==> src/rtl/wvlt_lift53_if.sv <==
// Sample-pair input and coefficient-pair output bundle of the 5/3 lifting stage.
interface wvlt_lift53_if #(
    parameter int unsigned pW_DAT = 16,
    parameter int unsigned pW_CNT = 10
);
    logic                     iclk_ena;
    logic                     iena;
    logic signed [pW_DAT-1:0] idat_l;
    logic signed [pW_DAT-1:0] idat_h;
    logic                     oclk_ena;
    logic                     oena;
    logic signed [pW_DAT:0]   oapr;
    logic signed [pW_DAT:0]   odet;
    logic [pW_CNT-1:0]        oidx;
    logic                     olast;

    modport slave (
        input  iclk_ena, iena, idat_l, idat_h,
        output oclk_ena, oena, oapr, odet, oidx, olast
    );

    modport master (
        output iclk_ena, iena, idat_l, idat_h,
        input  oclk_ena, oena, oapr, odet, oidx, olast
    );
endinterface

==> src/rtl/wvlt_lift53.sv <==
// Forward LeGall 5/3 integer lifting stage: one (approximation, detail) pair per
// accepted (even, odd) sample pair, symmetric extension at both frame edges.
module wvlt_lift53 #(
    parameter int unsigned pW_DAT = 16,
    parameter int unsigned pW_CNT = 10
) (
    input logic         iclk,
    input logic         irst_n,
    wvlt_lift53_if.slave lift_io
);
    localparam int unsigned WS = pW_DAT + 3;
    localparam int unsigned W1 = pW_DAT + 1;
    localparam logic signed [WS-1:0] Two = WS'(2);

    typedef enum logic [1:0] {StIdle, StPrime, StRun} state_e;

    function automatic logic signed [WS-1:0] sx_s(input logic signed [pW_DAT-1:0] v);
        return {{3{v[pW_DAT-1]}}, v};
    endfunction

    function automatic logic signed [WS-1:0] sx_c(input logic signed [pW_DAT:0] v);
        return {{2{v[pW_DAT]}}, v};
    endfunction

    state_e                   state_q, state_d;
    logic signed [pW_DAT-1:0] pl_q, pl_d, ph_q, ph_d;
    logic [pW_CNT-1:0]        cnt_q, cnt_d;
    logic                     arm_q, arm_d;
    logic                     issue, issue_first, issue_last;
    logic signed [pW_DAT-1:0] nxt_l;
    logic                     acc;

    // Stage 1: detail of the issued pair plus its left-neighbour detail.
    logic                     s1_vld_q, s1_last_q;
    logic [pW_CNT-1:0]        s1_idx_q;
    logic signed [pW_DAT-1:0] s1_l_q;
    logic signed [pW_DAT:0]   s1_d_q, s1_dp_q;
    logic signed [pW_DAT:0]   d_new, a_new;

    // Stage 2: output registers.
    logic                     oclk_q, oena_q, oena_d, last_q;
    logic signed [pW_DAT:0]   apr_q, det_q;
    logic [pW_CNT-1:0]        idx_q;

    assign acc = lift_io.iclk_ena && lift_io.iena;

    always_comb begin
        state_d     = state_q;
        pl_d        = pl_q;
        ph_d        = ph_q;
        cnt_d       = cnt_q;
        arm_d       = arm_q;
        issue       = 1'b0;
        issue_first = 1'b0;
        issue_last  = 1'b0;
        nxt_l       = lift_io.idat_l;
        // A frame may only start after iena has been seen low since reset or the last frame.
        if (!lift_io.iena) arm_d = 1'b1;
        case (state_q)
            StIdle: begin
                if (acc && arm_q) begin
                    pl_d    = lift_io.idat_l;
                    ph_d    = lift_io.idat_h;
                    cnt_d   = '0;
                    arm_d   = 1'b0;
                    state_d = StPrime;
                end
            end
            StPrime, StRun: begin
                issue_first = (state_q == StPrime);
                if (!lift_io.iena) begin
                    issue      = 1'b1;
                    issue_last = 1'b1;
                    nxt_l      = pl_q;
                    state_d    = StIdle;
                end else if (lift_io.iclk_ena) begin
                    issue   = 1'b1;
                    pl_d    = lift_io.idat_l;
                    ph_d    = lift_io.idat_h;
                    cnt_d   = cnt_q + pW_CNT'(1);
                    state_d = StRun;
                end
            end
            default: state_d = StIdle;
        endcase
    end

    assign d_new = W1'(sx_s(ph_q) - ((sx_s(pl_q) + sx_s(nxt_l)) >>> 1));
    assign a_new = W1'(sx_s(s1_l_q) + ((sx_c(s1_dp_q) + sx_c(s1_d_q) + Two) >>> 2));

    always_comb begin
        oena_d = oena_q;
        if (s1_vld_q) oena_d = 1'b1;
        else if (oclk_q && last_q) oena_d = 1'b0;
    end

    always_ff @(posedge iclk or negedge irst_n) begin
        if (!irst_n) begin
            state_q <= StIdle;
            pl_q    <= '0;
            ph_q    <= '0;
            cnt_q   <= '0;
            arm_q   <= 1'b0;
        end else begin
            state_q <= state_d;
            pl_q    <= pl_d;
            ph_q    <= ph_d;
            cnt_q   <= cnt_d;
            arm_q   <= arm_d;
        end
    end

    always_ff @(posedge iclk or negedge irst_n) begin
        if (!irst_n) begin
            s1_vld_q  <= 1'b0;
            s1_last_q <= 1'b0;
            s1_idx_q  <= '0;
            s1_l_q    <= '0;
            s1_d_q    <= '0;
            s1_dp_q   <= '0;
        end else begin
            s1_vld_q <= issue;
            if (issue) begin
                s1_last_q <= issue_last;
                s1_idx_q  <= cnt_q;
                s1_l_q    <= pl_q;
                s1_d_q    <= d_new;
                // s1_d_q still holds d[n-1]; pair 0 mirrors its own detail.
                s1_dp_q   <= issue_first ? d_new : s1_d_q;
            end
        end
    end

    always_ff @(posedge iclk or negedge irst_n) begin
        if (!irst_n) begin
            oclk_q <= 1'b0;
            oena_q <= 1'b0;
            last_q <= 1'b0;
            apr_q  <= '0;
            det_q  <= '0;
            idx_q  <= '0;
        end else begin
            oclk_q <= s1_vld_q;
            oena_q <= oena_d;
            if (s1_vld_q) begin
                apr_q  <= a_new;
                det_q  <= s1_d_q;
                idx_q  <= s1_idx_q;
                last_q <= s1_last_q;
            end
        end
    end

    assign lift_io.oclk_ena = oclk_q;
    assign lift_io.oena     = oena_q;
    assign lift_io.oapr     = oclk_q ? apr_q : '0;
    assign lift_io.odet     = oclk_q ? det_q : '0;
    assign lift_io.oidx     = idx_q;
    assign lift_io.olast    = last_q;
endmodule

==> src/flat_wrapper.sv <==
// flat-port wrapper written by rule: the top's interface ports become plain ports
module wvlt_lift53_flat 
#(
    parameter int unsigned pW_DAT = 16,
    parameter int unsigned pW_CNT = 10
)
  (iclk, irst_n, lift_io_iclk_ena, lift_io_iena, lift_io_idat_l, lift_io_idat_h, lift_io_oclk_ena, lift_io_oena, lift_io_oapr, lift_io_odet, lift_io_oidx, lift_io_olast);
  wvlt_lift53_if #(.pW_DAT(pW_DAT), .pW_CNT(pW_CNT)) lift_io_i ();
  input logic iclk;
  input logic irst_n;
  input wire logic [$bits(lift_io_i.iclk_ena)-1:0] lift_io_iclk_ena;
  input wire logic [$bits(lift_io_i.iena)-1:0] lift_io_iena;
  input wire logic [$bits(lift_io_i.idat_l)-1:0] lift_io_idat_l;
  input wire logic [$bits(lift_io_i.idat_h)-1:0] lift_io_idat_h;
  output wire logic [$bits(lift_io_i.oclk_ena)-1:0] lift_io_oclk_ena;
  output wire logic [$bits(lift_io_i.oena)-1:0] lift_io_oena;
  output wire logic [$bits(lift_io_i.oapr)-1:0] lift_io_oapr;
  output wire logic [$bits(lift_io_i.odet)-1:0] lift_io_odet;
  output wire logic [$bits(lift_io_i.oidx)-1:0] lift_io_oidx;
  output wire logic [$bits(lift_io_i.olast)-1:0] lift_io_olast;
  assign lift_io_i.iclk_ena = lift_io_iclk_ena;
  assign lift_io_i.iena = lift_io_iena;
  assign lift_io_i.idat_l = lift_io_idat_l;
  assign lift_io_i.idat_h = lift_io_idat_h;
  assign lift_io_oclk_ena = lift_io_i.oclk_ena;
  assign lift_io_oena = lift_io_i.oena;
  assign lift_io_oapr = lift_io_i.oapr;
  assign lift_io_odet = lift_io_i.odet;
  assign lift_io_oidx = lift_io_i.oidx;
  assign lift_io_olast = lift_io_i.olast;
  wvlt_lift53 #(.pW_DAT(pW_DAT), .pW_CNT(pW_CNT)) u_core (.iclk(iclk), .irst_n(irst_n), .lift_io(lift_io_i));
endmodule
==> config.mk <==
export PLATFORM = sky130hd
export DESIGN_NAME = wvlt_lift53_flat
export DESIGN_NICKNAME = d
export VERILOG_FILES = /design/src/rtl/wvlt_lift53_if.sv /design/src/rtl/wvlt_lift53.sv /design/src/flat_wrapper.sv
export SDC_FILE = /design/constraint.sdc
export NUM_CORES = 1
export LEC_CHECK = 0
export ABC_CLOCK_PERIOD_IN_PS = 3800
export BUFFER_PORTS_ARGS = -buffer_cell sky130_fd_sc_hd__buf_4
export CORE_UTILIZATION = 40
export DETAILED_ROUTE_END_ITERATION = 10
export GPL_TIMING_DRIVEN = 0
export SLEW_MARGIN = 20
export SYNTH_ARGS = -nofsm -noshare
export SYNTH_HDL_FRONTEND = slang
export SYNTH_SLANG_ARGS = --single-unit
==> constraint.sdc <==
create_clock -name iclk -period 3.8 [get_ports iclk]
set_input_delay 0.19 -clock iclk [delete_from_list [all_inputs] [get_ports iclk]]
set_output_delay 0.19 -clock iclk [all_outputs]
set_load 0.01 [all_outputs]
**After elaboration in Yosys (flattened, before gate mapping)**

Cells that the tools add are included.

- Add/subtract/negate cells: 6
- Multiplexer cells: 32
- Reduce and logical (&&, ||, !) cells: 9
- Eq/ne operators: 6

Operator list:

| kind | number |
|---|---|
| 16-bit two-way mux | 8 |
| 16-bit case mux with 2 select lines | 2 |
| 17-bit two-way mux | 3 |
| 10-bit two-way mux | 3 |
| 10-bit case mux with 2 select lines | 1 |
| 18-bit by 3-bit adder with 19-bit output, second input constant | 1 |
| 17-bit by 17-bit adder with 18-bit output | 1 |
| 16-bit by 16-bit adder with 17-bit output | 1 |
| 16-bit by 17-bit adder with 17-bit output | 1 |
| 16-bit by 16-bit subtractor with 17-bit output | 1 |
| 1-bit two-way mux | 11 |
| 10-bit by 1-bit adder with 10-bit output, second input constant | 1 |
| 2-bit two-way mux | 3 |
| 2-bit inequality test, second input constant | 2 |
| 2-bit case mux with 2 select lines | 1 |
| 4-bit AND reduction | 1 |
| 2-bit nonzero test | 2 |
| 1-bit logical AND | 3 |
| 3-bit inequality test, second input constant | 1 |
| 2-bit by 1-bit == test with 1-bit output, second input constant | 1 |
| 2-bit == test, second input constant | 1 |
| 2-bit logical NOT | 1 |
| 2-bit by 1-bit inequality test with 1-bit output, second input constant | 1 |
| 2-bit AND reduction | 1 |
| 2-bit OR reduction | 1 |

- Word-level logic and storage cells: 70
- Input port bits: 36
- Output and inout bits: 47
- Register bits: 154

**Longest topological paths before layout**

Gate-level depths: netlist of run 1.

- Depth after elaboration: 6
- Depth in mapped cells: 24
- Depth with buffers taken out: 21

**Least setup slack after synthesis of run 1**

OpenSTA, ideal clock, no wires.

- Path type: reg-to-reg
- Start: reg u_core.state_q[1]
- End: reg u_core.s1_dp_q[16]
- Arrival: 4.081 ns
- Period minus slack after synthesis: 4.163 ns
- Library setup time: 0.082 ns
- Slack: -0.363 ns
- Stages on the path, launching flop included: 24
- Data required time: 3.718 ns
- Path through: dfrtp_1 -> inv_1 -> ha_1 -> buf_4 -> nor2b_4 -> buf_6 -> clkbuf_1 -> nand2_1 -> nand2_1 -> ha_1 -> o21a_1 -> o21ai_1 -> a21oi_1 -> a221o_1 -> xnor2_1 -> ha_1 -> clkbuf_1 -> a21o_1 -> a21o_1 -> a21o_1 -> a211oi_1 -> nor3_1 -> a2bb2oi_1 -> a31oi_1

- Longest elaborated chain between the ends: 6
- Elaborated cells between the ends (all ways): 9
- Those cells by class: add/sub (2); eq/ne (2); mux (4); reduce/logical (1)

Ends and longest elaborated chain:

| element | RTL line | source |
|---|---|---|
| start: declaration | wvlt_lift53.sv:25 | `state_e state_q, state_d;` |
| start signal: assignment | wvlt_lift53.sv:99 | `state_q <= StIdle;` |
| start signal: assignment | wvlt_lift53.sv:105 | `state_q <= state_d;` |
| 2-bit == test / 2-bit by 1-bit == test with 1-bit output (equally long branches) | wvlt_lift53.sv:59, wvlt_lift53.sv:70 |  |
| 2-bit OR reduction | wvlt_lift53.sv:59 | `case (state_q)` |
| 16-bit two-way mux | wvlt_lift53.sv:59 |  |
| 16-bit by 16-bit adder with 17-bit output | wvlt_lift53.sv:88 | `assign d_new = W1'(sx_s(ph_q) - ((sx_s(pl_q) + sx_s(nxt_l)) >>> 1));` |
| 16-bit by 16-bit subtractor with 17-bit output | wvlt_lift53.sv:88 |  |
| 17-bit two-way mux | wvlt_lift53.sv:129 | `s1_dp_q <= issue_first ? d_new : s1_d_q;` |
| end signal: assignment | wvlt_lift53.sv:129 |  |
| end: declaration | wvlt_lift53.sv:37 | `logic signed [pW_DAT:0] s1_d_q, s1_dp_q;` |

Several ways; a longest one is shown, not always the timed one.
A chain may end at the register's enable or synchronous reset.

**Worst setup path after layout of run 1**

- Start: reg u_core.state_q[0]
- End: reg u_core.s1_dp_q[16]

Same word-level chain as after synthesis.

==> results.cfg, run 1 <==
[run_status]
status = finished, violations left
violations = setup timing

[global_route]
grt_usage_pct = 19.8
grt-ovfl-total = 0
antenna_found_initial = 0
grt_pass1_vias = 7273
grt_max_degree = 92
grt_pass1_wl_um = 37500

[hold_path]
hp-class = in -> reg

[detailed_routing]
routed_wl_um = 23000
vias = 7513
dr.pass1.iters = 5
drtIter0Drc = 339
drt.antenna.violating_nets = 0
routedWlPerCell_um = 15.5
viasPerCell = 5.05
drc = 0

[yosys]
synth_ff_type = dfrtp_1
synthTopCellsByCount = nand2_1, dfrtp_1, ha_1
synth_seq_cells = 154
synth_most_common_cell = nand2_1
avgSynthCellArea_sq_um = 9.60
synth_edf_count = 0
synth.area.top_cells = dfrtp_1, ha_1, mux2_2
async_flop_share_pct = 100
syn_area_sq_mm = 0.00950
syn-num-nets = 1111
synth.top_cell.area_share_pct = 40.6
ys_seq_area_share_pct = 40.6
yosys.area.top_type = dfrtp_1
yosys_warnings = 0
ys_types = 68
syn-instance-count = 989

[cells_and_area]
antenna_cells = 0
syn_to_final_growth_pct = 28.8
fin_area_sq_mm = 0.0122
finish.utilization_pct = 52.3
drive_gt1_share_pct = 28.6
nets = 1277
final_cells = 1487

[critical_path]
reg2reg_depth = 20
crit_type = reg -> reg
required_ns = 4.14
crit_end = u_core.s1_dp_q[16]
worst-path-stages = 20
r2r_end = u_core.s1_dp_q[16]
crit_chain = inv_2, ha_4, nor2b_4, nand2_1, nand2_2, ha_4, a21o_1, a21oi_2, o21ai_2, a221o_1, a21o_1, a21oi_2, xor2_1, ha_1, buf_6, a21o_1, a211oi_2, nor3_2, a2bb2oi_2, a31oi_1
startpoint_type = flip-flop
cpLargestDelayFamily = compound AO/OA/AOI/OAI gates
crit_buf_inv = 2
critical_path.most_common_cell = a21o_1
path_max_fanout = 8
slowest_delay_ns = 0.39
rrSetupSlack_ns = -0.38
startpoint = u_core.state_q[0]
worst_path_max_delay_cell = a221o_1
cp-end-kind = flip-flop
cp.arrival_ns = 4.52
r2r_start = u_core.state_q[0]

[place]
dp_hpwl_um = 17100
gp_congestion = 0.858
dp_cells = 1390
placed_area_sq_mm = 0.0106
portBuffers = 81

[floorplanning]
start_util_pct = 40.6
dieArea_sq_mm = 0.0244
die-height_um = 156
rows = 56
die_x_um = 156
coreArea_sq_mm = 0.0234
io_pins = 83

[timing]
worst_pin_slew_ns = 0.705
post-route-period-util_pct = 110
hold_slack_ns = 0.0107
period_minus_slack_ns = 4.18
final_max_slew_viol_count = 0
hold_viol = 0
rsz0062_at_grt = yes
skew_ns = 0.0116
setup_slack_ns = -0.382
setup_viol = 11
relSlewSlack_pct = 53.0
max_freq_mhz = 239

[clock_network]
clkTransAtPathRegs_ns = 0.06
cts.sinks = 154
cts_max_path_buffers = 2
clockRootBuffer = clkbuf_16
cts_htree_levels = 4
cts_tree = done
numCtsBuffers = 17
insertion_delay_ns = 0.43

[flow_run]
cap_violations = 0
==> kinds of logic (layout without fill, tap and decap cells) <==
logic type	count (synthesis)	count (layout)	synth area share [%]
compound gates	200	200	13.9
xor+xnor	57	57	5.26
fa+ha+maj	86	86	11.6
buf+inv	66	245	2.77
flops	154	154	40.6
mux	81	81	9.46
simple gates	345	345	16.4
==> registers in the layout, summed over array words and instances (netlist names) <==
signal,flops
u_core.lift_io.oidx,10
u_core.det_q,17
u_core.arm_q,1
u_core.s1_d_q,17
u_core.pl_q,16
u_core.state_q,2
u_core.s1_idx_q,10
u_core.s1_last_q,1
u_core.s1_l_q,16
u_core.cnt_q,10
u_core.s1_dp_q,17
u_core.lift_io.olast,1
u_core.lift_io.oena,1
u_core.s1_vld_q,1
u_core.ph_q,16
u_core.lift_io.oclk_ena,1
u_core.apr_q,17
==> timing repair <==
item | CTS | global route
buffers inserted | 34 | 11
resized for setup | 52 | 75
pin swaps | 42 | 79
endpoints found under the setup margin | 26 | 27
hold buffers | 25 | 0
hold endpoints to repair | 114 | 0
==> final cells by class <==
type | count | area [sq um]
clock buffers | 19 | 453
flip-flops and latches | 154 | 3850
clock inverters | 13 | 130
well taps | 319 | 399
repair buffers | 152 | 1240
inverters | 30 | 113
fillers | 2207 | 11200
multi-input cells | 769 | 5920
plain buffers | 31 | 133
==> metrics by stage <==
stage | setup WS, ns | TNS, ns
2_1_floorplan | -0.251 | -1.98
3_3_place_gp | -0.867 | -11.61
3_5_place_dp | -0.885 | -12.33
4_1_cts | -0.523 | -5.08
5_1_grt | -0.601 | -6.86
6_report | -0.382 | -2.95
==> cells in the final DEF, fill, tap and decap left out, drive strengths merged, types with 4 or more instances in the layout <==
cell,n
a211oi,10
a21o,23
a21oi,46
a31oi,8
and2,37
and3,6
buf,138
clkbuf,39
clkinvlp,4
dfrtp,154
dlygate4sd3,25
fa,4
ha,82
inv,36
mux2,70
mux2i,11
nand2,201
nand2b,4
nand3,12
nand4,11
nor2,38
nor2b,6
nor3,7
nor3b,4
o21a,12
o21ai,56
o21bai,8
o22ai,4
or3,8
xnor2,36
xor2,21
==> worst min path at each step <==
stage,start,to,cells after the start
4_1_cts,lift_io_idat_l[13],u_core.pl_q[13],2
6_report,lift_io_idat_l[2],u_core.pl_q[2],2
3_3_place_gp,u_core.s1_vld_q,u_core.lift_io.oclk_ena,0
5_1_grt,lift_io_idat_l[2],u_core.pl_q[2],2
3_5_place_dp,irst_n,u_core.lift_io.oena,1
2_1_floorplan,irst_n,u_core.apr_q[0],0
==> per-layer routing <==
layer  vias to the layer above  wire length (um)  track usage (%)
li1                       3792                 -                -
met1                      3591             11300             27.4
met2                       107             10800             32.0
met3                        23               610             3.03
met4                         0               361             5.32
met5                         -                 0                0
Power of run 1 is not shown: default switching activity piles up to over one toggle a cycle in this logic, so the estimate is an artifact.
==> run 2, diff against run 1 <==
- TNS_END_PERCENT: default -> 30
==> run 2 against run 1 <==
  * The flow still finishes with violations (setup timing)
  * Utilization decreased by 1.4 points
  * Global-route usage decreased by 0.37 points
  * Via count decreased by 2.0%
  * Fmax increased by 0.83%
  * Final cell count decreased by 0.94%
  * Die area unchanged
  * First-iteration DRC count decreased by 13%
  * Sequential cell count unchanged
  * Cell area decreased by 2.7%
  * Largest cell class unchanged
  * Highest routed layer unchanged
==> results.cfg, run 2 (synthesized netlist as in run 1, its figures left out) <==
[run_status]
status = finished, violations left
violations = setup timing

[timing]
setup_slack_ns = -0.348
worst_pin_slew_ns = 0.723
final_max_slew_viol_count = 0
hold_slack_ns = 0.0117
skew_ns = 0.0156
max_freq_mhz = 241
post-route-period-util_pct = 109
relSlewSlack_pct = 51.8
setup_viol = 19
period_minus_slack_ns = 4.15
hold_viol = 0
rsz0062_at_grt = yes

[floorplanning]
die_x_um = 156
dieArea_sq_mm = 0.0244
die-height_um = 156
coreArea_sq_mm = 0.0234
start_util_pct = 40.6
rows = 56
io_pins = 83

[detailed_routing]
vias = 7360
routed_wl_um = 22700
viasPerCell = 5.00
drt.antenna.violating_nets = 0
dr.pass1.iters = 4
drtIter0Drc = 295
drc = 0
routedWlPerCell_um = 15.4

[cells_and_area]
nets = 1263
drive_gt1_share_pct = 23.3
layout_commonest_cell = nand2_1
layout_common_cells = nand2_1, dfrtp_1, buf_4
syn_to_final_growth_pct = 25.3
final_cells = 1473
antenna_cells = 0

[place]
gp_congestion = 0.862
portBuffers = 81
pre_cts_ws_ns = -0.886
dp_hpwl_um = 16900
dp_cells = 1390

[global_route]
grt_pass1_wl_um = 36400
grt_pass1_vias = 7014
grt_usage_pct = 19.4
grt-ovfl-total = 0
antenna_found_initial = 0
grt_max_degree = 100

[critical_path]
startpoint = u_core.state_q[0]
cp-end-kind = flip-flop
startpoint_type = flip-flop
cp.arrival_ns = 4.49
path_max_fanout = 8
r2r_start = u_core.state_q[0]
rrSetupSlack_ns = -0.35
r2r_end = u_core.s1_dp_q[16]
crit_type = reg -> reg
reg2reg_depth = 21
required_ns = 4.14

[clock_network]
insertion_delay_ns = 0.44
cts.sinks = 154
cts_max_path_buffers = 2
numCtsBuffers = 17
cts_tree = done
clkTransAtPathRegs_ns = 0.06
clockRootBuffer = clkbuf_16
cts_htree_levels = 4

[hold_path]
whs_path_depth = 2
hp-start = lift_io_idat_h[14]
hp-class = in -> reg
hold_path_end = u_core.ph_q[14]

[flow_run]
cap_violations = 0
==> run 2: changes by cell type in the layout (fill, tap and decap cells not counted), sizes merged <==
cell / delta
buf: -20
clkinv: +5
clkbuf: -1
inv: -7
bufinv: +4
clkinvlp: -1
dlygate4sd3: +6
==> run 2: worst max-delay path, cell delays in order, from the launching register on <==
cell	delay (ns)
dfrtp_1	0.37
inv_2	0.07
ha_4	0.29
nor2b_4	0.29
buf_8	0.15
nand2_1	0.05
nand2_1	0.10
ha_4	0.22
o21a_1	0.13
o21ai_2	0.17
a21oi_1	0.09
a221o_1	0.36
a211o_1	0.30
a21oi_2	0.17
buf_4	0.13
buf_4	0.08
a31oi_1	0.09
ha_1	0.31
inv_1	0.07
or3_1	0.33
a2bb2oi_2	0.16
a31oi_1	0.13
==> run 2: routing by layer <==
metal,up-vias,routed length (um),GRT usage (%)
met2,121,10200,30.2
met5,-,0,0
met3,25,734,3.11
li1,3768,-,-
met4,0,575,7.38
met1,3446,11200,27.0
==> run 2: what timing repair did <==
action / CTS / global route
hold endpoints to repair: 85 / 0
pin swaps: 32 / 24
endpoints found under the setup margin: 26 / 29
gates resized for setup: 35 / 28
hold buffers: 31 / 0
buffers inserted: 21 / 4
==> run 2: how the worst max path moves through the flow <==
stage	cells after the start	slack, ns	to
5_1_grt	20	-0.61	u_core.s1_dp_q[15]
3_5_place_dp	22	-0.89	u_core.s1_dp_q[16]
4_1_cts	20	-0.51	u_core.s1_d_q[15]
6_report	21	-0.35	u_core.s1_dp_q[16]
3_3_place_gp	22	-0.86	u_core.s1_dp_q[16]
2_1_floorplan	21	-0.25	u_core.s1_dp_q[16]
==> run 2: per-stage QoR <==
step | util [%] | setup TNS (ns) | cell area, sq um
2_1_floorplan | - | -2.01 | 9530
3_3_place_gp | 45.0 | -11.51 | 10500
3_5_place_dp | 45.2 | -12.17 | 10600
4_1_cts | 50.4 | -5.09 | 11800
5_1_grt | 50.9 | -9.43 | 11900
6_report | 50.9 | -4.10 | 11900
==> run 2: layout make-up <==
class	instances	area, sq um
Timing Repair Buffer	138	1140
Buffer	31	135
Clock buffer	18	439
Clock inverter	14	221
Inverter	30	113
Tap cell	319	399
Sequential cell	154	3850
Multi-Input combinational cell	769	5600
Fill cell	2214	11500
Power of run 2 is left out for the same reason.
